**src/rtl/fm_decompress_if.sv**
```systemverilog
// Handshake bundle for fm_decompress: job control, guard-map stream,
// compressed byte stream and dense window output.
interface fm_decompress_if #(
  parameter int WIN_CNT_W = 16
);
  logic                 ctrl_valid;
  logic                 ctrl_ready;
  logic                 ctrl_finish;
  logic [WIN_CNT_W-1:0] win_num_i;
  logic                 bit_mode_i;

  logic [5:0]           guard_i;
  logic                 guard_i_valid;
  logic                 guard_i_ready;

  logic [7:0]           data_i;
  logic                 data_i_valid;
  logic                 data_i_ready;

  logic [47:0]          win_o;
  logic                 win_o_valid;
  logic                 win_o_ready;

  modport master (
    output ctrl_valid, win_num_i, bit_mode_i,
    output guard_i, guard_i_valid,
    output data_i, data_i_valid,
    output win_o_ready,
    input  ctrl_ready, ctrl_finish,
    input  guard_i_ready, data_i_ready,
    input  win_o, win_o_valid
  );

  modport slave (
    input  ctrl_valid, win_num_i, bit_mode_i,
    input  guard_i, guard_i_valid,
    input  data_i, data_i_valid,
    input  win_o_ready,
    output ctrl_ready, ctrl_finish,
    output guard_i_ready, data_i_ready,
    output win_o, win_o_valid
  );
endinterface

```
**src/rtl/fm_decompress.sv**
```systemverilog
// Expands guard-mapped sparse bytes or packed nibbles into dense 6-lane
// windows, one window per output handshake, for a configured window count.
module fm_decompress #(
  parameter int WIN_CNT_W = 16,
  parameter int LANES     = 6
) (
  input  logic           clk,
  input  logic           rst_n,
  fm_decompress_if.slave bus
);

  localparam logic [1:0] IDLE  = 2'd0;
  localparam logic [1:0] GUARD = 2'd1;
  localparam logic [1:0] BYTE  = 2'd2;
  localparam logic [1:0] OUT   = 2'd3;
  localparam int         WIN_W = LANES * 8;

  logic [1:0]           state;
  logic [WIN_CNT_W-1:0] cnt;
  logic                 mode;
  logic                 finish;
  logic [LANES-1:0]     mask;
  logic [LANES-1:0]     mask_rest;
  logic [WIN_W-1:0]     win;
  logic [2:0]           hi_idx;

  // Ready/valid derive only from state, never from the partner's valid.
  assign bus.ctrl_ready    = (state == IDLE);
  assign bus.ctrl_finish   = finish;
  assign bus.guard_i_ready = (state == GUARD);
  assign bus.data_i_ready  = (state == BYTE);
  assign bus.win_o_valid   = (state == OUT);
  assign bus.win_o         = (state == OUT) ? win : '0;

  // Highest pending slot; in packed mode slot j maps to elements 2j+1/2j.
  always_comb begin
    hi_idx = '0;
    for (int unsigned i = 0; i < LANES; i++) begin
      if (mask[i]) hi_idx = 3'(i);
    end
    mask_rest = mask & ~(LANES'(1) << hi_idx);
  end

  always_ff @(posedge clk) begin
    if (!rst_n) begin
      state  <= IDLE;
      cnt    <= '0;
      mode   <= 1'b0;
      finish <= 1'b0;
      mask   <= '0;
      win    <= '0;
    end else begin
      finish <= 1'b0;
      case (state)
        IDLE: begin
          if (bus.ctrl_valid) begin
            cnt  <= bus.win_num_i;
            mode <= bus.bit_mode_i;
            if (bus.win_num_i == '0) begin
              finish <= 1'b1;
            end else if (bus.bit_mode_i) begin
              win   <= '0;
              mask  <= LANES'(3'b111);
              state <= BYTE;
            end else begin
              state <= GUARD;
            end
          end
        end
        GUARD: begin
          if (bus.guard_i_valid) begin
            win   <= '0;
            mask  <= bus.guard_i;
            state <= (bus.guard_i == '0) ? OUT : BYTE;
          end
        end
        BYTE: begin
          if (bus.data_i_valid) begin
            if (mode)
              win[hi_idx*16 +: 16] <= {4'h0, bus.data_i[7:4], 4'h0, bus.data_i[3:0]};
            else
              win[hi_idx*8 +: 8] <= bus.data_i;
            mask <= mask_rest;
            if (mask_rest == '0) state <= OUT;
          end
        end
        OUT: begin
          if (bus.win_o_ready) begin
            if (cnt != '0) cnt <= cnt - WIN_CNT_W'(1);
            if (cnt <= WIN_CNT_W'(1)) begin
              state  <= IDLE;
              finish <= 1'b1;
            end else if (mode) begin
              win   <= '0;
              mask  <= LANES'(3'b111);
              state <= BYTE;
            end else begin
              state <= GUARD;
            end
          end
        end
        default: state <= IDLE;
      endcase
    end
  end

endmodule

```
**src/flat_wrapper.sv**
```systemverilog
// flat-port wrapper written by rule: the top's interface ports become plain ports
module fm_decompress_flat 
#(
  parameter int WIN_CNT_W = 16,
  parameter int LANES     = 6
)
  (clk, rst_n, bus_ctrl_valid, bus_win_num_i, bus_bit_mode_i, bus_guard_i, bus_guard_i_valid, bus_data_i, bus_data_i_valid, bus_win_o_ready, bus_ctrl_ready, bus_ctrl_finish, bus_guard_i_ready, bus_data_i_ready, bus_win_o, bus_win_o_valid);
  fm_decompress_if #(.WIN_CNT_W(WIN_CNT_W)) bus_i ();
  input  logic clk;
  input  logic rst_n;
  input wire logic [$bits(bus_i.ctrl_valid)-1:0] bus_ctrl_valid;
  input wire logic [$bits(bus_i.win_num_i)-1:0] bus_win_num_i;
  input wire logic [$bits(bus_i.bit_mode_i)-1:0] bus_bit_mode_i;
  input wire logic [$bits(bus_i.guard_i)-1:0] bus_guard_i;
  input wire logic [$bits(bus_i.guard_i_valid)-1:0] bus_guard_i_valid;
  input wire logic [$bits(bus_i.data_i)-1:0] bus_data_i;
  input wire logic [$bits(bus_i.data_i_valid)-1:0] bus_data_i_valid;
  input wire logic [$bits(bus_i.win_o_ready)-1:0] bus_win_o_ready;
  output wire logic [$bits(bus_i.ctrl_ready)-1:0] bus_ctrl_ready;
  output wire logic [$bits(bus_i.ctrl_finish)-1:0] bus_ctrl_finish;
  output wire logic [$bits(bus_i.guard_i_ready)-1:0] bus_guard_i_ready;
  output wire logic [$bits(bus_i.data_i_ready)-1:0] bus_data_i_ready;
  output wire logic [$bits(bus_i.win_o)-1:0] bus_win_o;
  output wire logic [$bits(bus_i.win_o_valid)-1:0] bus_win_o_valid;
  assign bus_i.ctrl_valid = bus_ctrl_valid;
  assign bus_i.win_num_i = bus_win_num_i;
  assign bus_i.bit_mode_i = bus_bit_mode_i;
  assign bus_i.guard_i = bus_guard_i;
  assign bus_i.guard_i_valid = bus_guard_i_valid;
  assign bus_i.data_i = bus_data_i;
  assign bus_i.data_i_valid = bus_data_i_valid;
  assign bus_i.win_o_ready = bus_win_o_ready;
  assign bus_ctrl_ready = bus_i.ctrl_ready;
  assign bus_ctrl_finish = bus_i.ctrl_finish;
  assign bus_guard_i_ready = bus_i.guard_i_ready;
  assign bus_data_i_ready = bus_i.data_i_ready;
  assign bus_win_o = bus_i.win_o;
  assign bus_win_o_valid = bus_i.win_o_valid;
  fm_decompress #(.WIN_CNT_W(WIN_CNT_W), .LANES(LANES)) u_core (.clk(clk), .rst_n(rst_n), .bus(bus_i));
endmodule
```
**config.mk**
```make
export PLATFORM = sky130hd
export DESIGN_NAME = fm_decompress_flat
export DESIGN_NICKNAME = d
export VERILOG_FILES = /design/src/rtl/fm_decompress_if.sv /design/src/rtl/fm_decompress.sv /design/src/flat_wrapper.sv
export SDC_FILE = /design/constraint.sdc
export NUM_CORES = 1
export LEC_CHECK = 0
export CAP_MARGIN = 10
export CORE_UTILIZATION = 35
export DETAILED_ROUTE_END_ITERATION = 6
export PLACE_DENSITY_LB_ADDON = 0.2
export SYNTH_ARGS = -nofsm -noshare
export SYNTH_HDL_FRONTEND = slang
export SYNTH_SLANG_ARGS = --single-unit
```
**constraint.sdc**
```tcl
create_clock -name clk -period 3.55 [get_ports clk]
set_input_delay 0.71 -clock clk [delete_from_list [all_inputs] [get_ports clk]]
set_output_delay 0.71 -clock clk [all_outputs]
set_load 0.05 [all_outputs]
```
# After elaboration in Yosys (flattened, before gate mapping)
# Cells that the tools add are included.
# word_totals
register_bits	74
# op_classes
add_sub_neg	3
magnitude_cmp	1
n_eq_ne	13
shifts	5
mux	47
n_bitwise	2
n_reduce_logical	10
# op_table
operator	n
2-to-1 mux 48 bit	10
case mux 48 bit (4 select lines)	1
bitwise mux 48 bit	2
2-to-1 mux 16 bit	3
2-to-1 mux 6 bit	8
variable shift 16 x 34 -> 48 bit, first input constant	1
variable shift 8 x 34 -> 48 bit, first input constant	1
indexed part select 16 x 34 -> 48 bit	1
indexed part select 8 x 34 -> 48 bit	1
negator 6 -> 34 bit	1
negator 7 -> 34 bit	1
case mux 16 bit (2 select lines)	1
case mux 6 bit (4 select lines)	1
2-to-1 mux 2 bit	11
<= comparator 16 x 1 -> 1 bit, second input constant	1
logical NOT 16 bit	1
nonzero test 16 bit	1
subtractor 16 x 1 -> 16 bit, second input constant	1
inequality test 2 bit, second input constant	7
logical NOT 6 bit	2
case mux 2 bit (4 select lines)	1
AND reduction 8 bit	1
AND 6 bit	1
2-to-1 mux 1 bit	6
other kinds (12)	16

# Longest topological paths before layout
# depth
ltp_word	12
ltp_mapped	13
mapped_depth_nobuf	10

# Worst setup path after synthesis
# Ideal clock, no wire load.
# synth_path
path_type	register -> output
startpoint	reg u_core.state[0]
endpoint	out bus_win_o[0]
t_arrival_ns	2.293
required_ns	2.840
slack_ns	0.547
path_stages_with_launch	6
cell_sequence	dfxtp_1 > ha_1 > clkbuf_1 > clkbuf_1 > clkbuf_1 > and2_1
# synth_between
elab_chain_cells	2
# synth_rtl
element	line	text
from (decl)	fm_decompress.sv:18	logic [1:0] state;
from (signal assigned)	fm_decompress.sv:74	state <= (bus.guard_i == '0) ? OUT : BYTE;
== test 2 bit	-	
named net bus_win_o_valid	flat_wrapper.sv:24	output wire logic [$bits(bus_i.win_o_valid)-1:0] bus_win_o_valid;
2-to-1 mux 48 bit	fm_decompress.sv:33	assign bus.win_o = (state == OUT) ? win : '0;
to (decl)	flat_wrapper.sv:23	output wire logic [$bits(bus_i.win_o)-1:0] bus_win_o;
# The timed path passes the listed nets, and every way through them passes these cells.

# Final worst setup path
# layout_path
startpoint	reg u_core.mask[4]
endpoint	reg u_core.win[1]
# layout_between
elab_chain_cells	8
elab_cells_between_ends	13
classes_between	add/sub: 2; shift: 4; mux: 7
# layout_rtl
element	line	text
from (decl)	fm_decompress.sv:22	logic [LANES-1:0] mask;
from (signal assigned)	fm_decompress.sv:63	mask <= LANES'(3'b111);
from (signal assigned)	fm_decompress.sv:73	mask <= bus.guard_i;
from (signal assigned)	fm_decompress.sv:83	mask <= mask_rest;
2-to-1 mux 3 bit * (2 in series)	fm_decompress.sv:39	if (mask[i]) hi_idx = 3'(i);
negator 7 -> 34 bit or negator 6 -> 34 bit (tied branches)	fm_decompress.sv:80, fm_decompress.sv:82	
indexed part select 16 x 34 -> 48 bit (tied with other cells)	fm_decompress.sv:80	win[hi_idx*16 +: 16] <= {4'h0, bus.data_i[7:4], 4'h0, bus.data_i[3:0]};
bitwise mux 48 bit, on equally long branches	fm_decompress.sv:80, fm_decompress.sv:82	
2-to-1 mux 48 bit *	fm_decompress.sv:79	if (mode)
2-to-1 mux 48 bit *	fm_decompress.sv:78	if (bus.data_i_valid) begin
case mux 48 bit (4 select lines) *	fm_decompress.sv:54	case (state)
to (signal, indexed assignment)	fm_decompress.sv:80	
to (signal, indexed assignment)	fm_decompress.sv:82	win[hi_idx*8 +: 8] <= bus.data_i;
to (decl)	fm_decompress.sv:24	logic [WIN_W-1:0] win;
# Every way passes the cells marked *; elsewhere a longest branch is shown, timed or not. The select of a mux whose other input is x is not followed.
# A chain may end at the register's enable or synchronous reset.

==> flow_metrics.tcl <==
set metrics [dict create \
    status "completed" \
    ys_warn_count 0 \
    place_ws_ns 0.503 \
    die_area_sq_mm 0.0136 \
    hold_class "flop to flop" \
    r2r_slack_ns 0.49 \
    grt_max_degree 73 \
    cts.path.max_buffers 2 \
    clkLatencyLatePin_ns 0.34 \
    path_max_fanout 10 \
    wl_met1_mm 5.96 \
    drt_iter0_drc 344 \
    worstMarginPinSlew_ns 1.20 \
    ioPinCount 90 \
    synth_edf_count 0 \
    maxCapViolCount 0 \
    cp-end-kind "flop" \
    final_antenna_net_count 0 \
    synth_common_cells "nand2_1 (112), dfxtp_1 (74), and2_1 (52), o21ai_0 (32), nand3_1 (29)" \
    synth-seq-cells 74 \
    wl_per_cell_um 15.7 \
    routed_wirelength_mm 13.1 \
    worstSetupPathType "flop to flop" \
    gp_congestion 0.820 \
    dr.pass1.iters 5 \
    yosys-top-cells-area "dfxtp_1 (32%), nand2_1 (9.1%), and2_1 (7.1%), mux2i_1 (5.6%), ha_1 (3.5%)" \
    synth.top_cell.area_share 0.321 \
    nNetsFinal 712 \
    num_rows 41 \
    synth_area_sq_mm 0.00461 \
    die_width_um 117 \
    synthArstFlopShare 0 \
    antenna_cells 0 \
    hold_viol_final 0 \
    avgViaCountPerCell 5.31 \
    dpl.hpwl_mm 9.22 \
    area.sequential_sq_mm 0.00148 \
    cts_max_level 3 \
    route.met3.wl_um 532 \
    drive_above_1_share 0.0767 \
    cp_slowest_stage_delay_ns 0.51 \
    maxUsedRoutingLayer "met4" \
    postCtsSetupBuffers 0 \
    worst_ep_required_time_ns 3.82 \
    peakVddDrop_mv 0.276 \
    worst_slack_ns 0.492 \
    ys.flop_type "dfxtp_1" \
    fin_setup_tns_ns 0 \
    slew_headroom 0.197 \
    nFillCells 1308 \
    min_period_ns 3.06 \
    rsz0062_at_grt "false" \
    met2_length_mm 6.44 \
    synth_area_per_cell_sq_um 7.82 \
    track_usage 0.198 \
    holdBufCountCts 0 \
    drc 0 \
    cp_slowest_cell "nor3b_1" \
    via_count 4448 \
    core_area_sq_mm 0.0127 \
    cts_buffers 9 \
    antenna_found_initial 0 \
    yosys.cell_count.top_type "nand2_1" \
    power.density_mw_per_mm2 636 \
    synth_nets 640 \
    setup_viol 0 \
    cts_tree "done" \
    grt_pass1_vias 4264 \
    finalCritPeriodShare 0.861 \
    slew_viol_final 0 \
    p_leak_nw 2.23 \
    initial_core_util 0.363 \
    start_kind "flop" \
    io_buffer_count 89 \
    synth.distinct_cells 61 \
    areaGrowthSynthToFinish_pct 28.4 \
    crit_chain "nor2_2 > o21ai_0 > ha_1 > ha_1 > nor3b_1 > nand3_1 > nor3b_1 > nand4_1 > o21ai_0" \
    cts_root_buffer "clkbuf_16" \
    grt_pass1_wl_mm 21.0 \
    cts.sink_count 74 \
    synthCells 590 \
    die_y_um 117 \
    seq_area_frac_synth 0.321 \
    multi_input_area_sq_mm 0.00287 \
    fin_worst_skew_ns 0.00806 \
    yosysTopAreaCell "dfxtp_1" \
    cts-resized-gates 0 \
    grt_overflow_total 0 \
    fmax_ghz 0.327 \
    clk_pin_slew_ns 0.06 \
    cp.arrival_ns 3.33 \
]
layout make-up:
cell class                      instances  share of cell area
Multi-Input combinational cell        456               0.484
Sequential cell                        74               0.250
Timing Repair Buffer                  103               0.172
Clock buffer                           11              0.0393
Tap cell                              172              0.0363
Inverter                               18              0.0114
Clock inverter                          3             0.00718
state kept, by name, summed over array words and instances (netlist names):
register	flops
u_core.win	48
u_core.cnt	16
u_core.mask	6
u_core.state	2
u_core.bus.ctrl_finish	1
u_core.mode	1
cell families after synthesis:
kind of cell	after synthesis	synth area share
buf+inv	60	0.0578
fa+ha+maj	13	0.0353
mux	32	0.0711
xor+xnor	1	0.00190
flops	74	0.321
compound gates	132	0.208
simple gates	278	0.305
critical path: cells and delay by family (launching register included):
| family | cells | cell delay (ns) |
|---|---|---|
| AOI/OAI and AO/OA | 2 | 0.35 |
| adders and majority gates | 2 | 0.66 |
| DFF | 1 | 0.41 |
| and+or+nand+nor | 5 | 1.56 |
through the flow:
stage               std cells  area [sq um]  total power [mW]   util  hold slack (ns)
global route              837          5920              4.01  0.466            0.478
detailed placement        823          5650              2.88  0.444            0.449
finish                    837          5920              3.76  0.466            0.452
global placement          823          5650              2.84  0.444            0.441
CTS                       837          5920              3.77  0.466            0.460
floorplan                 590          4610              2.47      -            0.430
final timing paths:
path	depth (start not counted)	from	to
setup reg to reg	9	u_core.mask[4]	u_core.win[1]
setup / recovery	9	u_core.mask[4]	u_core.win[1]
hold / removal	2	u_core.win[46]	u_core.win[46]
hold reg to reg	2	u_core.win[46]	u_core.win[46]
routing by layer:
metal / global-route usage / vias to the layer above
met5: 0 / -
met4: 0.0743 / 0
met3: 0.0360 / 15
met2: 0.331 / 103
met1: 0.254 / 2111
li1: - / 2219
layout by cell type, fill, tap and decap left out, types with 5 or more instances in the layout:
| master | count |
|---|---|
| a21boi_0 | 6 |
| a22oi_1 | 8 |
| nor2_1 | 19 |
| nor4_1 | 9 |
| nor3_1 | 10 |
| nand2_1 | 112 |
| nand2b_1 | 7 |
| inv_1 | 18 |
| nand3_1 | 29 |
| ha_1 | 12 |
| dfxtp_1 | 74 |
| a22o_1 | 5 |
| and2_1 | 52 |
| o21ai_0 | 32 |
| clkdlybuf4s50_1 | 88 |
| o211a_1 | 8 |
| nor2b_1 | 8 |
| o211ai_1 | 8 |
| clkbuf_16 | 9 |
| a21oi_1 | 18 |
| mux2_2 | 6 |
| o22ai_1 | 10 |
| mux2i_1 | 26 |
| buf_4 | 12 |
| nand4_1 | 8 |
power by group:
group,internal [mW],switching (mW),leakage [nW]
logic,0.676,1.10,1.50
clock network,0.536,0.351,0.131
registers,0.956,0.141,0.602
Power figures use the tool's default switching activity.
